### src/rtl/signed_add_arbiter_if.sv
// Requester and response bundle for the shared signed adder.
// The master side is the client cluster; the slave side is the arbiter.
interface signed_add_arbiter_if #(
   parameter int NUM_REQ = 4,
   parameter int W       = 4,
   parameter int CNT_W   = 8
);
   localparam int ID_W = (NUM_REQ > 1) ? $clog2(NUM_REQ) : 1;

   logic [NUM_REQ-1:0]   req_valid;
   logic [NUM_REQ*W-1:0] req_a;
   logic [NUM_REQ*W-1:0] req_b;
   logic [NUM_REQ-1:0]   req_ready;
   logic                 rsp_valid;
   logic                 rsp_ready;
   logic [ID_W-1:0]      rsp_id;
   logic [W:0]           rsp_sum;
   logic                 rsp_overflow;
   logic [CNT_W-1:0]     ovf_count;

   modport master (
      output req_valid, req_a, req_b, rsp_ready,
      input  req_ready, rsp_valid, rsp_id, rsp_sum, rsp_overflow, ovf_count
   );

   modport slave (
      input  req_valid, req_a, req_b, rsp_ready,
      output req_ready, rsp_valid, rsp_id, rsp_sum, rsp_overflow, ovf_count
   );
endinterface

### src/rtl/signed_add_arbiter.sv
// Round-robin front end sharing one registered signed adder among NUM_REQ
// requesters; one operation in flight, saturating count of overflowing results.
module signed_add_arbiter_chk #(
   parameter int NUM_REQ = 4,
   parameter int W       = 4,
   parameter int ID_W    = 2
) (
   input logic               clk,
   input logic [NUM_REQ-1:0] req_ready,
   input logic               idle,
   input logic               rsp_valid,
   input logic               rsp_ready,
   input logic [ID_W-1:0]    rsp_id,
   input logic [W:0]         rsp_sum,
   input logic               rsp_overflow
);
   a_grant_onehot: assert property (@(posedge clk) $onehot0(req_ready));

   a_grant_idle: assert property (@(posedge clk) (req_ready != '0) |-> idle);

   // A stalled response must not change under the consumer
   a_rsp_hold: assert property (@(posedge clk)
      (rsp_valid && !rsp_ready) |=>
         (rsp_valid && $stable(rsp_sum) && $stable(rsp_id) && $stable(rsp_overflow)));
endmodule

module signed_add_arbiter #(
   parameter int NUM_REQ = 4,
   parameter int W       = 4,
   parameter int CNT_W   = 8
) (
   input logic                 clk,
   input logic                 rst,
   signed_add_arbiter_if.slave bus
);
   localparam int ID_W = (NUM_REQ > 1) ? $clog2(NUM_REQ) : 1;

   typedef enum logic [1:0] {
      IDLE = 2'd0,
      EXEC = 2'd1,
      RESP = 2'd2
   } state_t;

   state_t           state_r;
   logic [ID_W-1:0]  rr_ptr_r;
   logic [ID_W-1:0]  id_r;
   logic [W-1:0]     a_r;
   logic [W-1:0]     b_r;
   logic             rsp_valid_r;
   logic [ID_W-1:0]  rsp_id_r;
   logic [W:0]       rsp_sum_r;
   logic             rsp_ovf_r;
   logic [CNT_W-1:0] ovf_count_r;

   logic [NUM_REQ-1:0] grant_s;
   logic [ID_W-1:0]    grant_idx_s;
   logic               found_s;
   logic [ID_W:0]      cand_s;
   logic [W-1:0]       a_sel_s;
   logic [W-1:0]       b_sel_s;
   logic [W:0]         sum_s;

   function automatic logic [W:0] sext_add(input logic [W-1:0] a, input logic [W-1:0] b);
      return {a[W-1], a} + {b[W-1], b};
   endfunction

   // The two top bits of the widened sum disagree exactly when W bits cannot hold it
   function automatic logic sum_overflow(input logic [W:0] s);
      return s[W] ^ s[W-1];
   endfunction

   assign sum_s = sext_add(a_r, b_r);

   // Rotating-priority search from just after the last winner, plus operand mux
   always_comb begin
      grant_s     = '0;
      grant_idx_s = '0;
      found_s     = 1'b0;
      cand_s      = '0;
      a_sel_s     = '0;
      b_sel_s     = '0;
      if (state_r == IDLE) begin
         for (int k = 1; k <= NUM_REQ; k++) begin
            cand_s = {1'b0, rr_ptr_r} + (ID_W+1)'(k);
            if (cand_s >= (ID_W+1)'(NUM_REQ)) begin
               cand_s = cand_s - (ID_W+1)'(NUM_REQ);
            end else begin
               cand_s = cand_s;
            end
            if (!found_s && bus.req_valid[cand_s[ID_W-1:0]]) begin
               found_s     = 1'b1;
               grant_idx_s = cand_s[ID_W-1:0];
            end else begin
               found_s = found_s;
            end
         end
      end else begin
         found_s = 1'b0;
      end
      for (int i = 0; i < NUM_REQ; i++) begin
         if (found_s && (grant_idx_s == ID_W'(i))) begin
            grant_s[i] = 1'b1;
            a_sel_s    = bus.req_a[i*W +: W];
            b_sel_s    = bus.req_b[i*W +: W];
         end else begin
            grant_s[i] = 1'b0;
         end
      end
   end

   // Operation sequencing, response registers and overflow event counter
   always_ff @(posedge clk) begin
      if (rst) begin
         state_r     <= IDLE;
         rr_ptr_r    <= ID_W'(NUM_REQ - 1);
         id_r        <= '0;
         a_r         <= '0;
         b_r         <= '0;
         rsp_valid_r <= 1'b0;
         rsp_id_r    <= '0;
         rsp_sum_r   <= '0;
         rsp_ovf_r   <= 1'b0;
         ovf_count_r <= '0;
      end else begin
         case (state_r)
            IDLE: begin
               if (found_s) begin
                  a_r      <= a_sel_s;
                  b_r      <= b_sel_s;
                  id_r     <= grant_idx_s;
                  rr_ptr_r <= grant_idx_s;
                  state_r  <= EXEC;
               end else begin
                  state_r <= IDLE;
               end
            end
            EXEC: begin
               rsp_sum_r   <= sum_s;
               rsp_ovf_r   <= sum_overflow(sum_s);
               rsp_id_r    <= id_r;
               rsp_valid_r <= 1'b1;
               state_r     <= RESP;
            end
            RESP: begin
               if (bus.rsp_ready) begin
                  rsp_valid_r <= 1'b0;
                  state_r     <= IDLE;
                  if (rsp_ovf_r && (ovf_count_r != '1)) begin
                     ovf_count_r <= ovf_count_r + CNT_W'(1);
                  end else begin
                     ovf_count_r <= ovf_count_r;
                  end
               end else begin
                  state_r <= RESP;
               end
            end
            default: begin
               rsp_valid_r <= 1'b0;
               state_r     <= IDLE;
            end
         endcase
      end
   end

   assign bus.req_ready    = grant_s;
   assign bus.rsp_valid    = rsp_valid_r;
   assign bus.rsp_id       = rsp_id_r;
   assign bus.rsp_sum      = rsp_sum_r;
   assign bus.rsp_overflow = rsp_ovf_r;
   assign bus.ovf_count    = ovf_count_r;

   signed_add_arbiter_chk #(
      .NUM_REQ (NUM_REQ),
      .W       (W),
      .ID_W    (ID_W)
   ) u_chk (
      .clk          (clk),
      .req_ready    (grant_s),
      .idle         (state_r == IDLE),
      .rsp_valid    (rsp_valid_r),
      .rsp_ready    (bus.rsp_ready),
      .rsp_id       (rsp_id_r),
      .rsp_sum      (rsp_sum_r),
      .rsp_overflow (rsp_ovf_r)
   );
endmodule

### src/flat_wrapper.sv
// flat-port wrapper written by rule: the top's interface ports become plain ports
module signed_add_arbiter_flat 
#(
   parameter int NUM_REQ = 4,
   parameter int W       = 4,
   parameter int CNT_W   = 8
)
  (clk, rst, bus_req_valid, bus_req_a, bus_req_b, bus_rsp_ready, bus_req_ready, bus_rsp_valid, bus_rsp_id, bus_rsp_sum, bus_rsp_overflow, bus_ovf_count);
  signed_add_arbiter_if #(.NUM_REQ(NUM_REQ), .W(W), .CNT_W(CNT_W)) bus_i ();
  input logic clk;
  input logic rst;
  input wire logic [$bits(bus_i.req_valid)-1:0] bus_req_valid;
  input wire logic [$bits(bus_i.req_a)-1:0] bus_req_a;
  input wire logic [$bits(bus_i.req_b)-1:0] bus_req_b;
  input wire logic [$bits(bus_i.rsp_ready)-1:0] bus_rsp_ready;
  output wire logic [$bits(bus_i.req_ready)-1:0] bus_req_ready;
  output wire logic [$bits(bus_i.rsp_valid)-1:0] bus_rsp_valid;
  output wire logic [$bits(bus_i.rsp_id)-1:0] bus_rsp_id;
  output wire logic [$bits(bus_i.rsp_sum)-1:0] bus_rsp_sum;
  output wire logic [$bits(bus_i.rsp_overflow)-1:0] bus_rsp_overflow;
  output wire logic [$bits(bus_i.ovf_count)-1:0] bus_ovf_count;
  assign bus_i.req_valid = bus_req_valid;
  assign bus_i.req_a = bus_req_a;
  assign bus_i.req_b = bus_req_b;
  assign bus_i.rsp_ready = bus_rsp_ready;
  assign bus_req_ready = bus_i.req_ready;
  assign bus_rsp_valid = bus_i.rsp_valid;
  assign bus_rsp_id = bus_i.rsp_id;
  assign bus_rsp_sum = bus_i.rsp_sum;
  assign bus_rsp_overflow = bus_i.rsp_overflow;
  assign bus_ovf_count = bus_i.ovf_count;
  signed_add_arbiter #(.NUM_REQ(NUM_REQ), .W(W), .CNT_W(CNT_W)) u_core (.clk(clk), .rst(rst), .bus(bus_i));
endmodule
### config.mk
export PLATFORM = sky130hd
export DESIGN_NAME = signed_add_arbiter_flat
export DESIGN_NICKNAME = d
export VERILOG_FILES = /design/src/rtl/signed_add_arbiter_if.sv /design/src/rtl/signed_add_arbiter.sv /design/src/flat_wrapper.sv
export SDC_FILE = /design/constraint.sdc
export NUM_CORES = 1
export LEC_CHECK = 0
export CORE_ASPECT_RATIO = 0.75
export CORE_MARGIN = 2
export CORE_UTILIZATION = 47
export DETAILED_ROUTE_END_ITERATION = 6
export PLACE_DENSITY = 0.83
export SLEW_MARGIN = 0
export SYNTH_ARGS = -nofsm -noshare
export SYNTH_HDL_FRONTEND = slang
export SYNTH_HIERARCHICAL = 1
export SYNTH_SLANG_ARGS = --single-unit
### constraint.sdc
create_clock -name clk -period 2.7 [get_ports clk]
set_clock_uncertainty 0.05 [all_clocks]
set_input_delay 0.405 -clock clk [delete_from_list [all_inputs] [get_ports clk]]
set_output_delay 0.405 -clock clk [all_outputs]
set_load 0.01 [all_outputs]
== Word level (Yosys, flattened, before mapping) ==
Cells that the tools add are included.

* Output and inout port bits: 21
* Bits in registers: 31
* Input bits: 39
* Word-level logic and storage cells: 99

* Multiplexer cells: 46
* Equal/unequal tests: 7
* Add/subtract/negate cells: 10
* Reductions and logical operators: 16
* $lt $le $gt $ge: 8
* Bitwise logic cells: 2

{| class="wikitable"
|+ Operators by type and width
! cell !! count
|-
| $mux W4 || 8
|-
| $mux W2 || 14
|-
| $mux W1 || 18
|-
| $ge A3 B3 Y1 const B || 4
|-
| $lt A2 B3 Y1 const B || 4
|-
| $add A8 B1 Y8 const B || 1
|-
| $bmux W1 S2 || 4
|-
| $logic_and A1 B1 Y1 || 8
|-
| $ne A8 B8 Y1 const B || 1
|-
| $sub A2 B1 Y2 const B || 4
|-
| $add A2 B2 Y3 const B || 2
|-
| $eq A2 B2 Y1 const B || 3
|-
| $pmux W2 S3 || 1
|-
| $add A4 B4 Y5 || 1
|-
| $eq A2 B1 Y1 const B || 2
|-
| $logic_not A2 Y1 || 2
|-
| $reduce_and A2 Y1 || 2
|-
| $add A2 B1 Y3 const B || 1
|-
| $add A2 B3 Y3 const B || 1
|-
| $logic_not A1 Y1 || 3
|-
| $pmux W1 S3 || 1
|-
| $reduce_and A3 Y1 || 1
|-
| $ne A2 B2 Y1 const B || 1
|-
| $not A1 Y1 || 1
|-
| $xor A1 B1 Y1 || 1
|}

== Depth between registers and ports, before layout ==
* Word-level depth: 26
* Gate-level depth with buffers: 8
* Gate-level depth less buffers: 8

== Worst setup path before layout ==
OpenSTA, ideal clock, no wires.

* Path kind: in2out
* From: input port bus_req_valid[3]
* To: output port bus_req_ready[3]
* Arrival time: 1.612 ns
* Stages on the path: 7
* Setup slack: 0.633 ns
* Cell sequence: buf_6 > and3b_1 > a31oi_1 > and3_1 > buf_2 > inv_1 > nor2_1

* Longest elaborated chain between the ends: 19
* Elaborated cells on any way between the ends: 30
* Those cells by class: eq/ne (1); mux (22); reduce/logical (7)

{| class="wikitable"
|+ RTL lines
! item !! line !! source
|-
| start, declared || flat_wrapper.sv:12 || <nowiki>input wire logic [$bits(bus_i.req_valid)-1:0] bus_req_valid;</nowiki>
|-
| $bmux W1 S2 || signed_add_arbiter.sv:90 || <nowiki>if (!found_s && bus.req_valid[cand_s[ID_W-1:0]]) begin</nowiki>
|-
| $mux W1 (implied by the code) || signed_add_arbiter.sv:90 ||
|-
| $mux W1 || signed_add_arbiter.sv:90 ||
|-
| $mux W1 || signed_add_arbiter.sv:82 || <nowiki>if (state_r == IDLE) begin</nowiki>
|-
| $logic_not A1 Y1 || signed_add_arbiter.sv:90 ||
|-
| $logic_and A1 B1 Y1 || signed_add_arbiter.sv:90 ||
|-
| $mux W1 || signed_add_arbiter.sv:90 ||
|-
| $mux W1 || signed_add_arbiter.sv:82 ||
|-
| [... 3 more ...] || -- ||
|-
| $mux W1 || signed_add_arbiter.sv:82 ||
|-
| $logic_not A1 Y1 || signed_add_arbiter.sv:90 ||
|-
| $logic_and A1 B1 Y1 || signed_add_arbiter.sv:90 ||
|-
| $mux W2 || signed_add_arbiter.sv:90 ||
|-
| $mux W2 || signed_add_arbiter.sv:82 ||
|-
| $eq A2 B2 Y1 || signed_add_arbiter.sv:101 || <nowiki>if (found_s && (grant_idx_s == ID_W'(i))) begin</nowiki>
|-
| $logic_and A1 B1 Y1 * || signed_add_arbiter.sv:101 ||
|-
| $mux W1 * || signed_add_arbiter.sv:101 ||
|-
| end, declared || flat_wrapper.sv:16 || <nowiki>output wire logic [$bits(bus_i.req_ready)-1:0] bus_req_ready;</nowiki>
|}

Mark *: on every way between the ends. The rest lies on a longest branch, timed or not. The select of a mux whose other input is x is not followed.

== Worst setup path after layout ==
* From: input port bus_req_valid[1]
* To: output port bus_req_ready[1]

* Longest elaborated chain between the ends: 19
* Elaborated cells on any way between the ends: 30
* Those cells by class: eq/ne (1); mux (22); reduce/logical (7)

{| class="wikitable"
|+ RTL lines
! item !! line
|-
| $bmux W1 S2 || signed_add_arbiter.sv:90
|-
| $mux W1 (implied by the code) || signed_add_arbiter.sv:90
|-
| $mux W1 || signed_add_arbiter.sv:90
|-
| $mux W1 || signed_add_arbiter.sv:82
|-
| $logic_not A1 Y1 || signed_add_arbiter.sv:90
|-
| $logic_and A1 B1 Y1 || signed_add_arbiter.sv:90
|-
| $mux W1 || signed_add_arbiter.sv:90
|-
| $mux W1 || signed_add_arbiter.sv:82
|-
| [... 3 more ...] || --
|-
| $mux W1 || signed_add_arbiter.sv:82
|-
| $logic_not A1 Y1 || signed_add_arbiter.sv:90
|-
| $logic_and A1 B1 Y1 || signed_add_arbiter.sv:90
|-
| $mux W2 || signed_add_arbiter.sv:90
|-
| $mux W2 || signed_add_arbiter.sv:82
|-
| $eq A2 B1 Y1 || signed_add_arbiter.sv:101
|-
| $logic_and A1 B1 Y1 * || signed_add_arbiter.sv:101
|-
| $mux W1 * || signed_add_arbiter.sv:101
|}

Marked as above.

==> flow_summary.json <==
{
  "rsz0062_at_grt": "false",
  "clockBufferDepth": 2,
  "start_util_pct": 48.70,
  "syn_avg_cell_area_um2": 8.547,
  "post_dp_cell_area_um2": 2699,
  "yosysMostFrequentCell": "dfxtp_1",
  "fin_nets": 349,
  "row_count": 20,
  "power_frac_comb_pct": 37.9,
  "h-tree-depth": 2,
  "drt-vias-per-instance": 5.481,
  "grt_pass1_vias": 1935,
  "dr.pass1.iters": 4,
  "synthesis.area_um2": 1974,
  "async_reset_ff_share_pct": 0,
  "overflow": 0,
  "synth_area_leaders": "dfxtp_1, a2111oi_2, nand2_1",
  "antennaDiodeCount": 0,
  "path_cells": "dlygate4sd2_1 > buf_4 > mux2i_1 > buf_4 > a2bb2oi_1 > a22oi_4 > clkdlybuf4s50_1",
  "power_frac_seq_pct": 38.2,
  "die_w_um": 78.84,
  "area_growth_pct": 41.57,
  "intPower_mw": 0.9524,
  "outcome": "finished, final reports clean",
  "ir_drop_mv": 0.3065,
  "gp_congestion": 0.8729,
  "dp_slack_ns": -0.1155,
  "cts_tree": "built",
  "final_util_pct": 68.95,
  "hold_ws_ns": 0.4053,
  "grt_pass1_wl_mm": 8.790,
  "clkSlewWorstSetupHoldPaths_ns": 0.06,
  "finalCritPeriodShare_pct": 95.25,
  "vias": 1973,
  "worst_pin_slew_ns": 0.6203,
  "antenna_found_initial": 0,
  "cp_num_buf_inv": 4,
  "post-cts-setup-buffers": 0,
  "ys_seq_elements": 31,
  "switchingPower_mw": 0.4724,
  "dpl.cell_count": 352,
  "crit_path_start_kind": "primary input",
  "synth_top_cell_area_share_pct": 31.43,
  "synth_nets": 276,
  "drtIter0Drc": 105,
  "maxSlewViolCount": 0,
  "worst_path_largest_cell_delay_ns": 0.50,
  "rrSetupSlack_ns": 0.51,
  "crit_type": "in -> out",
  "cts_buffers": 5,
  "finalWorstSetupSlack_ns": 0.1282,
  "avgRoutedWirePerCell_um": 15.06,
  "layout-drive-gt1-share_pct": 19.02,
  "cpMaxStageDelayCell": "clkdlybuf4s50_1",
  "path_delay_family": "buffers and inverters",
  "fin_crit_ns": 2.572,
  "die_y_um": 60.13,
  "synth.distinct_cells": 54,
  "dieArea_um2": 4741,
  "drc": 0,
  "switching_share_pct": 33.16,
  "path_common_cell": "buf_4",
  "p_per_area_nw_per_um2": 509.7,
  "grt_max_degree": 21,
  "synthTopCellsByCount": "dfxtp_1, nand2_1, nor2_1",
  "timing_hold_violations_final": 0,
  "end_kind": "output port",
  "clock.fmax_mhz": 388.8,
  "synth_edf_count": 0,
  "cap_violations": 0,
  "yosysSeqAreaShare_pct": 31.43,
  "grt_use_total_pct": 23.89,
  "power.share.clock_pct": 23.8,
  "dp_hpwl_mm": 4.014,
  "hold_buffers": 0,
  "numPortBuffers": 59,
  "clk_root_buffer_cell": "clkbuf_8",
  "setup_violations": 0,
  "worstHoldPathType": "reg -> reg",
  "power.leakage_nw": 1.123,
  "finalWirelength_mm": 5.420,
  "critical_path_arrival_ns": 2.12,
  "ys_warn_count": 6,
  "cts.sinks": 31,
  "final_antenna_net_count": 0,
  "crit_required_ns": 2.25,
  "cp_max_fo": 6,
  "clk-insertion-delay-late_ns": 0.27,
  "relSlewSlack_pct": 58.37,
  "synth.largest_area_cell": "dfxtp_1",
  "fin_cells": 360,
  "ios": 60,
  "fin_area_um2": 2795,
  "syn_inst": 231,
  "ys.flop_type": "dfxtp_1",
  "coreArea_um2": 4054
}
[registers in the layout, summed over array words and instances, names as in the netlist]
register and count:
u_core/a_r 4, u_core/b_r 4, u_core/bus.ovf_count 8, u_core/bus.rsp_id 2, u_core/bus.rsp_overflow 1, u_core/bus.rsp_sum 5
u_core/bus.rsp_valid 1, u_core/id_r 2, u_core/rr_ptr_r 2, u_core/state_r 2
[metrics by stage]
stage	setup TNS [ns]	power, mW
after floorplan	0	0.8761
after global placement	-0.2271	1.072
after CTS	0	1.427
after detailed placement	-0.5488	1.082
after global routing	0	1.501
final	0	1.425
[cell families after synthesis]
group | count (synthesis) | share of synthesized area, %
and+or+nand+nor | 96 | 25.86
AOI/OAI and AO/OA | 59 | 26.87
buffers and inverters | 30 | 7.541
DFF | 31 | 31.43
muxes | 2 | 1.014
adders and majority gates | 6 | 4.183
xor gates and xnor gates | 7 | 3.105
[worst register-to-register path: stages, from the launching register on]
cell	delay, ns
dfxtp_2	0.43
mux2i_1	0.28
buf_4	0.16
a2bb2oi_1	0.31
a22oi_4	0.10
buf_4	0.21
a2111oi_2	0.43
a2111oi_2	0.09
[cells in the final DEF (no fill, tap or decap), drive strengths merged, types with 2 or more instances in the layout]
cell / count
a211oi: 3
nand3: 5
o21ai: 5
clkbuf: 7
nor2: 19
a21oi: 16
ha: 5
buf: 20
and3: 7
inv: 17
dlygate4sd2: 4
o31ai: 2
o22ai: 6
or3: 3
nor3: 15
a2111oi: 14
nor2b: 2
o2111ai: 2
mux2i: 2
dlymetal6s2s: 2
a31oi: 2
a22oi: 2
and2: 2
nand2b: 12
nand2: 23
xnor2: 5
dfxtp: 31
clkdlybuf4s50: 53
xor2: 2
[power by group through the flow]
stage	Sequential, mW	Clock (mW)	Combinational [mW]
floorplan	0.542	0	0.334
global placement	0.551	0	0.522
detailed placement	0.552	0	0.529
CTS	0.542	0.348	0.536
global route	0.552	0.367	0.582
finish	0.545	0.339	0.541
[layer usage]
metal	part of all wire, %	wire length (um)	GRT usage [%]	vias up
li1	-	-	-	975
met1	44	2381	30.93	911
met2	46	2517	39.56	79
met3	8.5	459	6.798	8
met4	1.1	61	6.650	0
met5	0	0	0	-
[final cells by class]
type                       instances  area, um^2
timing repair buffer              79       740.7
fill                             343        1259
clock buffer                       7       76.32
inverter                          17       63.81
sequential                        31       621.8
tap                               55       68.82
multi-input combinational        170        1219
clock inverter                     1       5.005
[timing repair]
| item | CTS | global route |
|---|---|---|
| cloned | 0 | 0 |
| setup endpoints to repair | 4 | 3 |
| pin swaps | 1 | 0 |
| gates resized for setup | 5 | 5 |
[path summary, 6_finish.rpt]
path / from / depth (start not counted) / endpoint
worst min register to register: u_core/bus.rsp_id[1] / 2 / u_core/bus.rsp_id[1]
worst min-delay path: u_core/bus.rsp_id[1] / 2 / u_core/bus.rsp_id[1]
worst max register to register: u_core/rr_ptr_r[1] / 7 / u_core/a_r[0]
worst max-delay path: bus_req_valid[1] / 7 / bus_req_ready[1]
Power figures use the tool's default switching activity.
